### config.mk
export PLATFORM = sky130hd
export DESIGN_NAME = uart_cmd_ctrl
export DESIGN_NICKNAME = d
export VERILOG_FILES = /design/src/rtl/uart_cmd_pkg.sv /design/src/rtl/uart_tx_seq.sv /design/src/rtl/uart_cmd_ctrl.sv
export SDC_FILE = /design/constraint.sdc
export NUM_CORES = 1
export LEC_CHECK = 0
export CAP_MARGIN = 20
export CORE_ASPECT_RATIO = 1.1
export CORE_MARGIN = 4
export CORE_UTILIZATION = 55
export DETAILED_ROUTE_END_ITERATION = 10
export DONT_BUFFER_PORTS = 1
export HOLD_SLACK_MARGIN = 0.08
export PLACE_DENSITY = 0.76
export SYNTH_ARGS = -nofsm -noshare
export SYNTH_HDL_FRONTEND = slang
export SYNTH_HIERARCHICAL = 1
export SYNTH_SLANG_ARGS = --single-unit
### constraint.sdc
create_clock -name clk -period 2 [get_ports clk]
set_input_delay 0.4 -clock clk [delete_from_list [all_inputs] [get_ports clk]]
set_output_delay 0.4 -clock clk [all_outputs]
set_load 0.02 [all_outputs]
### src/rtl/uart_cmd_pkg.sv
// Shared constants and types for the UART command controller: opcodes,
// FSM state encoding, default reply bytes and the command payload layout.
package uart_cmd_pkg;

  localparam int unsigned BYTE_W  = 8;
  localparam int unsigned ADDR_W  = 4;
  localparam int unsigned CMD_W   = 24;
  localparam int unsigned TEL_W   = 16;
  localparam int unsigned FRAME_W = 24;
  localparam int unsigned LEN_W   = 2;
  localparam int unsigned STATE_W = 3;

  localparam logic [BYTE_W-1:0] OP_WR   = 8'h01;
  localparam logic [BYTE_W-1:0] OP_RD   = 8'h02;
  localparam logic [BYTE_W-1:0] OP_PING = 8'h03;

  localparam logic [BYTE_W-1:0] ACK_DEF     = 8'hA5;
  localparam logic [BYTE_W-1:0] NAK_DEF     = 8'hEE;
  localparam logic [BYTE_W-1:0] TEL_HDR_DEF = 8'h7E;

  typedef logic [STATE_W-1:0] state_t;

  localparam state_t ST_IDLE = 3'd0;
  localparam state_t ST_CMD  = 3'd1;
  localparam state_t ST_EXEC = 3'd2;
  localparam state_t ST_TEL  = 3'd3;
  localparam state_t ST_SEND = 3'd4;
  localparam state_t ST_WAIT = 3'd5;

  typedef struct packed {
    logic [BYTE_W-1:0] op;
    logic [BYTE_W-1:0] addr;
    logic [BYTE_W-1:0] data;
  } cmd_t;

  // Only the low 16 register addresses exist; any high-nibble bit is a bad address.
  function automatic logic addr_ok(input logic [BYTE_W-1:0] addr);
    return addr[BYTE_W-1:ADDR_W] == '0;
  endfunction

endpackage

### src/rtl/uart_tx_seq.sv
// Transmit sequencer: holds up to three reply bytes and walks them out
// MSB first through the trmt / tx_done handshake (SEND/WAIT loop).
module uart_tx_seq
  import uart_cmd_pkg::*;
(
  input  logic               clk,
  input  logic               rst,
  input  logic               load,
  input  logic [FRAME_W-1:0] frame,
  input  logic [LEN_W-1:0]   len,
  input  logic               tx_done,
  output logic               trmt,
  output logic [BYTE_W-1:0]  tx_data,
  output logic               last_c
);

  state_t               state, state_nx;
  logic [FRAME_W-1:0]   shift_q, shift_nx;
  logic [LEN_W-1:0]     rem_q, rem_nx;
  logic                 trmt_nx;
  logic [BYTE_W-1:0]    tx_data_nx;

  always_ff @(posedge clk) begin
    if (rst) begin
      state   <= ST_IDLE;
      shift_q <= '0;
      rem_q   <= '0;
      trmt    <= 1'b0;
      tx_data <= '0;
    end else begin
      state   <= state_nx;
      shift_q <= shift_nx;
      rem_q   <= rem_nx;
      trmt    <= trmt_nx;
      tx_data <= tx_data_nx;
    end
  end

  // The byte on tx_data stays put until tx_done; trmt is raised on entry to SEND.
  always_comb begin
    state_nx   = state;
    shift_nx   = shift_q;
    rem_nx     = rem_q;
    trmt_nx    = 1'b0;
    tx_data_nx = tx_data;
    last_c     = 1'b0;
    case (state)
      ST_IDLE: begin
        if (load) begin
          shift_nx   = frame;
          rem_nx     = len;
          tx_data_nx = frame[FRAME_W-1 -: BYTE_W];
          trmt_nx    = 1'b1;
          state_nx   = ST_SEND;
        end
      end
      ST_SEND: state_nx = ST_WAIT;
      ST_WAIT: begin
        if (tx_done) begin
          if (rem_q > LEN_W'(1)) begin
            rem_nx     = rem_q - LEN_W'(1);
            shift_nx   = {shift_q[FRAME_W-BYTE_W-1:0], BYTE_W'(0)};
            tx_data_nx = shift_q[FRAME_W-BYTE_W-1 -: BYTE_W];
            trmt_nx    = 1'b1;
            state_nx   = ST_SEND;
          end else begin
            last_c   = 1'b1;
            rem_nx   = '0;
            shift_nx = '0;
            state_nx = ST_IDLE;
          end
        end
      end
      default: state_nx = ST_IDLE;
    endcase
  end

endmodule

### src/rtl/uart_cmd_ctrl.sv
// Command controller behind UART_comm: arbitrates commands against telemetry,
// executes register read/write/ping and hands reply bytes to the tx sequencer.
module uart_cmd_ctrl
  import uart_cmd_pkg::*;
#(
  parameter logic [7:0] ACK_BYTE = ACK_DEF,
  parameter logic [7:0] NAK_BYTE = NAK_DEF,
  parameter logic [7:0] TEL_HDR  = TEL_HDR_DEF
) (
  input  logic              clk,
  input  logic              rst,
  input  logic              cmd_rdy,
  input  logic [CMD_W-1:0]  cmd,
  output logic              clr_cmd_rdy,
  output logic              trmt,
  output logic [BYTE_W-1:0] tx_data,
  input  logic              tx_done,
  output logic              reg_we,
  output logic [ADDR_W-1:0] reg_addr,
  output logic [BYTE_W-1:0] reg_wdata,
  input  logic [BYTE_W-1:0] reg_rdata,
  input  logic              tel_req,
  input  logic [TEL_W-1:0]  tel_data,
  output logic              tel_gnt
);

  state_t              state, state_nx;
  logic                prio_tel, prio_tel_nx;
  logic [BYTE_W-1:0]   op_q, op_nx;
  logic                addr_ok_q, addr_ok_nx;
  logic                clr_nx, gnt_nx, we_nx;
  logic [ADDR_W-1:0]   addr_nx;
  logic [BYTE_W-1:0]   wdata_nx;

  cmd_t                cmd_in_c;
  logic [BYTE_W-1:0]   reply_c;
  logic                seq_load_c;
  logic [FRAME_W-1:0]  seq_frame_c;
  logic [LEN_W-1:0]    seq_len_c;
  logic                seq_last_c;

  assign cmd_in_c = cmd;

  always_ff @(posedge clk) begin
    if (rst) begin
      state       <= ST_IDLE;
      prio_tel    <= 1'b0;
      op_q        <= '0;
      addr_ok_q   <= 1'b0;
      clr_cmd_rdy <= 1'b0;
      tel_gnt     <= 1'b0;
      reg_we      <= 1'b0;
      reg_addr    <= '0;
      reg_wdata   <= '0;
    end else begin
      state       <= state_nx;
      prio_tel    <= prio_tel_nx;
      op_q        <= op_nx;
      addr_ok_q   <= addr_ok_nx;
      clr_cmd_rdy <= clr_nx;
      tel_gnt     <= gnt_nx;
      reg_we      <= we_nx;
      reg_addr    <= addr_nx;
      reg_wdata   <= wdata_nx;
    end
  end

  // Reply decode for the latched command; read data is sampled live during EXEC.
  always_comb begin
    reply_c = NAK_BYTE;
    case (op_q)
      OP_WR:   reply_c = addr_ok_q ? ACK_BYTE : NAK_BYTE;
      OP_RD:   reply_c = addr_ok_q ? reg_rdata : NAK_BYTE;
      OP_PING: reply_c = ACK_BYTE;
      default: reply_c = NAK_BYTE;
    endcase
  end

  always_comb begin
    state_nx    = state;
    prio_tel_nx = prio_tel;
    op_nx       = op_q;
    addr_ok_nx  = addr_ok_q;
    clr_nx      = 1'b0;
    gnt_nx      = 1'b0;
    we_nx       = 1'b0;
    addr_nx     = reg_addr;
    wdata_nx    = reg_wdata;
    seq_load_c  = 1'b0;
    seq_frame_c = '0;
    seq_len_c   = '0;
    case (state)
      // Priority only flips when both sources compete.
      ST_IDLE: begin
        if (cmd_rdy && (!tel_req || !prio_tel)) begin
          clr_nx   = 1'b1;
          state_nx = ST_CMD;
          if (tel_req) prio_tel_nx = 1'b1;
        end else if (tel_req) begin
          gnt_nx   = 1'b1;
          state_nx = ST_TEL;
          if (cmd_rdy) prio_tel_nx = 1'b0;
        end
      end
      ST_CMD: begin
        op_nx      = cmd_in_c.op;
        addr_ok_nx = addr_ok(cmd_in_c.addr);
        addr_nx    = cmd_in_c.addr[ADDR_W-1:0];
        wdata_nx   = cmd_in_c.data;
        we_nx      = (cmd_in_c.op == OP_WR) && addr_ok(cmd_in_c.addr);
        state_nx   = ST_EXEC;
      end
      ST_EXEC: begin
        seq_load_c  = 1'b1;
        seq_frame_c = {reply_c, (FRAME_W-BYTE_W)'(0)};
        seq_len_c   = LEN_W'(1);
        state_nx    = ST_SEND;
      end
      ST_TEL: begin
        seq_load_c  = 1'b1;
        seq_frame_c = {TEL_HDR, tel_data};
        seq_len_c   = LEN_W'(3);
        state_nx    = ST_SEND;
      end
      ST_SEND: state_nx = ST_WAIT;
      ST_WAIT: begin
        if (tx_done) state_nx = seq_last_c ? ST_IDLE : ST_SEND;
      end
      default: state_nx = ST_IDLE;
    endcase
  end

  uart_tx_seq u_tx_seq (
    .clk     (clk),
    .rst     (rst),
    .load    (seq_load_c),
    .frame   (seq_frame_c),
    .len     (seq_len_c),
    .tx_done (tx_done),
    .trmt    (trmt),
    .tx_data (tx_data),
    .last_c  (seq_last_c)
  );

endmodule

==> After elaboration in Yosys (flattened, before gate mapping) <==
Cells that the tools add are included.
{ "classes": {"add_sub_neg": 1, "magnitude_cmp": 1, "eq_ne": 16, "muxes": 40, "n_bitwise": 2, "n_reduce_logical": 19} }
{ "op_table": {"columns": ["op", "n"], "rows": [
  ["$mux 16", 3],
  ["$pmux 24 s2", 1],
  ["$mux 8", 4],
  ["$pmux 16 s2", 1],
  ["$pmux 8 s3", 1],
  ["$mux 3", 7],
  ["$eq 8x1->1 const B", 2],
  ["$eq 8x2->1 const B", 2],
  ["$pmux 8 s2", 1],
  ["$pmux 3 s5", 1],
  ["$mux 1", 13],
  ["$eq 3x3->1 const B", 4],
  ["$pmux 3 s3", 1],
  ["$pmux 2 s2", 2],
  ["$mux 7", 1],
  ["$eq 3x2->1 const B", 2],
  ["$logic_not 3->1", 2],
  ["$mux 2", 3],
  ["$ne 2x2->1 const B", 3],
  ["$reduce_and 3->1", 2],
  ["$reduce_or 2->1", 3],
  ["$logic_not 4->1", 1],
  ["$reduce_and 2->1", 2],
  ["$reduce_and 4->1", 1],
  ["other kinds (12)", 16]
]} }
{ "totals": {"reg_bits": 58, "input_bits": 53, "output_inout_bits": 24, "elab_cells": 93} }

==> Longest topological paths before layout <==
{ "depth": {"ltp_word": 7, "mapped_depth": 9} }

==> Cells and area by module <==
The synthesis kept the hierarchy.
{ "by_module_without_submodules": {"columns": ["module", "n_inst", "cells_per_inst", "area_each_um2", "seq_area_each_um2"], "rows": [
  ["uart_tx_seq", 1, 153, 1391.3, 580.6],
  ["uart_cmd_ctrl", 1, 171, 1291.2, 560.5]
]} }

==> Worst setup path after synthesis <==
OpenSTA, ideal clock, no wires.
{ "synth_path": {"path_kind": "reg-to-reg", "startpoint": "register state[2] (netlist name)", "endpoint": "register u_tx_seq.tx_data[1]", "arrival_ns": 1.769, "t_required_ns": 1.930, "setup_slack_ns": 0.160, "path_stages_with_launch": 8, "n_path_buf": 2, "cell_sequence": "dfxtp_1 -> nand2b_1 -> inv_1 -> clkbuf_1 -> mux2i_2 -> buf_6 -> or3_1 -> a21oi_1"} }
{ "synth_rtl": {"columns": ["item", "line_no", "text"], "rows": [
  ["end signal: assignment", "uart_tx_seq.sv:35", "tx_data <= tx_data_nx;"],
  ["end: declaration", "uart_tx_seq.sv:13", "output logic [BYTE_W-1:0] tx_data,"]
]} }

==> Final worst setup path <==
{ "layout_path": {"startpoint": "register u_tx_seq.state[0]", "endpoint": "register u_tx_seq.shift_q[8]"} }
{ "layout_via": {"elab_chain_cells": 3, "word_cells_on_any_way": 7} }
{ "layout_rtl": {"columns": ["item", "line_no", "text"], "rows": [
  ["start: declaration", "uart_tx_seq.sv:17", "state_t state, state_nx;"],
  ["start signal: assignment", "uart_tx_seq.sv:31", "state <= state_nx;"],
  ["$eq 3x3->1 / $logic_not 3->1 (equally long branches)", "uart_tx_seq.sv:47", "case (state)"],
  ["$ne 2x2->1 (no source line) / $reduce_bool 2->1 (equally long branches)", null, null],
  ["$reduce_and 3->1 (no source line)", null, null],
  ["end signal: assignment", "uart_tx_seq.sv:32", "shift_q <= shift_nx;"],
  ["end: declaration", "uart_tx_seq.sv:18", "logic [FRAME_W-1:0] shift_q, shift_nx;"]
]} }
Parallel ways exist; a longest one is shown, timed or not.
A chain may end at the register's enable or synchronous reset.

==> out/qor.txt <==
Outcome -> finished clean
Post-synth EDFFs -> 0
Lkg Pwr -> 1.05 nW
Worst EP arrival -> 1990 ps
Fmax -> 0.577 GHz
GRT Total Usage -> 22.4%
Period utilization -> 86.7%
Routed len/inst -> 16.6 microns
Routed WL -> 6.39 mm
Kind of critical path -> flop to flop
TritonCTS Buffers -> 9
Final setup violating endpoints -> 0
Largest delay contributor family on the critical path -> compound AO/OA/AOI/OAI gates
Sinks on Clock Net -> 57
RSZ-0062 raised after global routing -> no
Antenna cells -> 0
Hold Buf Count CTS -> 0
Post-CTS Setup Bufs -> 0
Slew headroom -> 71.3%
Max-slew violations -> 0
Critical path's slowest cell -> mux2_2
Final design utilization -> 62.5%
Initial antenna violation count -> 0
Area growth syn-to-layout -> 9.10%
RD Place Congestion -> 0.846
Peak supply drop -> 0.525 mV
Vias in the first global route -> 2,208
Final #Nets -> 379
Top cells by area, synth -> dfxtp_1 43%, a21oi_1 8.6%, nand2_1 6.4%, and3_1 3.7%, o21ai_0 3.7%
Syn Nets -> 380
Commonest cells in the netlist -> 57 x dfxtp_1, 46 x a21oi_1, 46 x nand2_1
CP endpoint kind -> flop
Antenna Nets Post-Route -> 0
Min-Delay Path Class -> input pin to flop
FF+latch count, synth -> 57
Top FF cell, synth -> dfxtp_1
DIE HEIGHT -> 81.2 microns
Mapped Cells -> 324
Synth cell types -> 50
Final setup TNS -> 0 ps
# IOs -> 77
DR DRC count -> 0
Post_cts resized -> 0
Async SR Flop Fraction -> 0%
CP Buf/Inv Count -> 1
Core ar. -> 0.00468 sq mm
Warnings, synthesis -> 6
Hold Fails Final Rpt -> 0
Post-synthesis cell area -> 0.00268 sq mm
Vias after detailed routing -> 2,285
CP Launch Type -> flop
Post-synth top area cell -> dfxtp_1
Sequential cell area fraction in the yosys report -> 42.5%
First-pass DRT Iterations -> 4
Worst-path cell chain -> inv_1, ha_1, mux2_2, a21oi_2, o2bb2ai_1
Fin crit period -> 1730 ps
CP max stage delay -> 390 ps
Setup Skew -> 4.88 ps
Maximum Capacitance Violations -> 0
Crit-path max FO -> 9
CTS tree -> done
Area after DPL -> 0.00275 sq mm
Root Driver -> clkbuf_8
Post-DP HPWL -> 4.41 mm
Remaining Overflow, GRT -> 0
Count leader, synth -> dfxtp_1
Critical Path RT -> 2250 ps
Clock transition at the registers of the reported paths -> 60 ps
Worst-margin pin slew -> 430 ps
Power Total -> 2.76 mW
First-pass GRT wire length -> 10.4 mm
Starting Density -> 57.3%
Yosys top cell area share -> 42.5%
Final instance area -> 0.00293 sq mm
Power density over the cells -> 944 mW/mm^2
H-tree depth -> 3
IO Port Bufs -> 0
Final worst slack -> 266 ps
Drt via density -> 5.95
Chip width -> 74.6 microns
Largest net degree at the start of global routing -> 51
Syn Area/Cell -> 8.28 sq um
DIE AREA -> 0.00606 sq mm
Layout cells sized above 1 -> 10.7%
Number of DRC markers in iteration 0 -> 236
Clock buffer depth -> 2
FP Rows -> 26
Pre-CTS WS -> 273 ps
Clk Latency, worst-skew pair -> 330 ps
per-stage QoR:
stage                     hold WS, ps  cells
after floorplan                   432    324
after global placement            439    368
after detailed placement          444    368
after CTS                         123    384
after global routing              122    384
final                             138    384
layer usage:
| layer | vias up | GRT usage [%] | part of all wire (%) | routed length, microns |
|---|---|---|---|---|
| met2 | 78 | 35.0 | 48 | 3060 |
| met3 | 8 | 6.93 | 7.7 | 493 |
| met4 | 0 | 9.79 | 1.2 | 78 |
| met5 | - | 0 | 0 | 0 |
| li1 | 1154 | - | - | - |
| met1 | 1045 | 28.3 | 43 | 2760 |
final timing paths:
check | from | endpoint | slack, ps | cells after the start
worst min register to register | op_q[7] | op_q[7] | 450 | 2
worst max-delay path | u_tx_seq/state[0] | u_tx_seq/shift_q[8] | 270 | 5
worst min-delay path | rst | u_tx_seq/tx_data[5] | 140 | 1
worst max register to register | u_tx_seq/state[0] | u_tx_seq/shift_q[8] | 270 | 5
sequential cells by signal, summed over array words and instances, names as in the netlist:
signal            cells
reg_addr              4
tel_gnt               1
reg_wdata             8
u_tx_seq/shift_q     16
addr_ok_q             1
u_tx_seq/trmt         1
prio_tel              1
reg_we                1
state                 3
u_tx_seq/rem_q        2
u_tx_seq/tx_data      8
clr_cmd_rdy           1
op_q                  8
u_tx_seq/state        2
area by class of cell:
cell class | instances | area, sq um
flip-flops and latches | 57 | 1140
clock inverters | 3 | 15.0
fillers | 431 | 1760
well taps | 56 | 70.1
clock buffers | 13 | 159
inverters | 6 | 22.5
multi-input cells | 237 | 1420
repair buffers | 12 | 103
report_power, final:
part           switching (mW)  total [mW]  leakage (nW)  internal, mW
Combinational           0.305       0.516         0.491         0.211
Clock                   0.428       0.939        0.0932         0.511
Sequential             0.0989        1.31         0.463          1.21
Total                   0.831        2.76          1.05          1.93
cell usage in the layout, fill, tap and decap left out, types with 10 or more instances in the layout:
cell type / count
dfxtp_1: 57
a21oi_1: 46
nand2_1: 46
o21ai_0: 20
and3_1: 16
nor2b_1: 11
clkbuf_8: 11
buf_4: 11
a31oi_1: 10
cell families (layout without fill, tap and decap cells):
group	Yosys count	in the layout	synth area share, %
DFF	57	57	42.5
and+or+nand+nor	123	123	24.8
muxes	11	11	4.29
adders and majority gates	3	3	1.40
AOI/OAI and AO/OA	100	100	22.1
buffers and inverters	30	34	4.85
(Power assumes the default switching activity.)
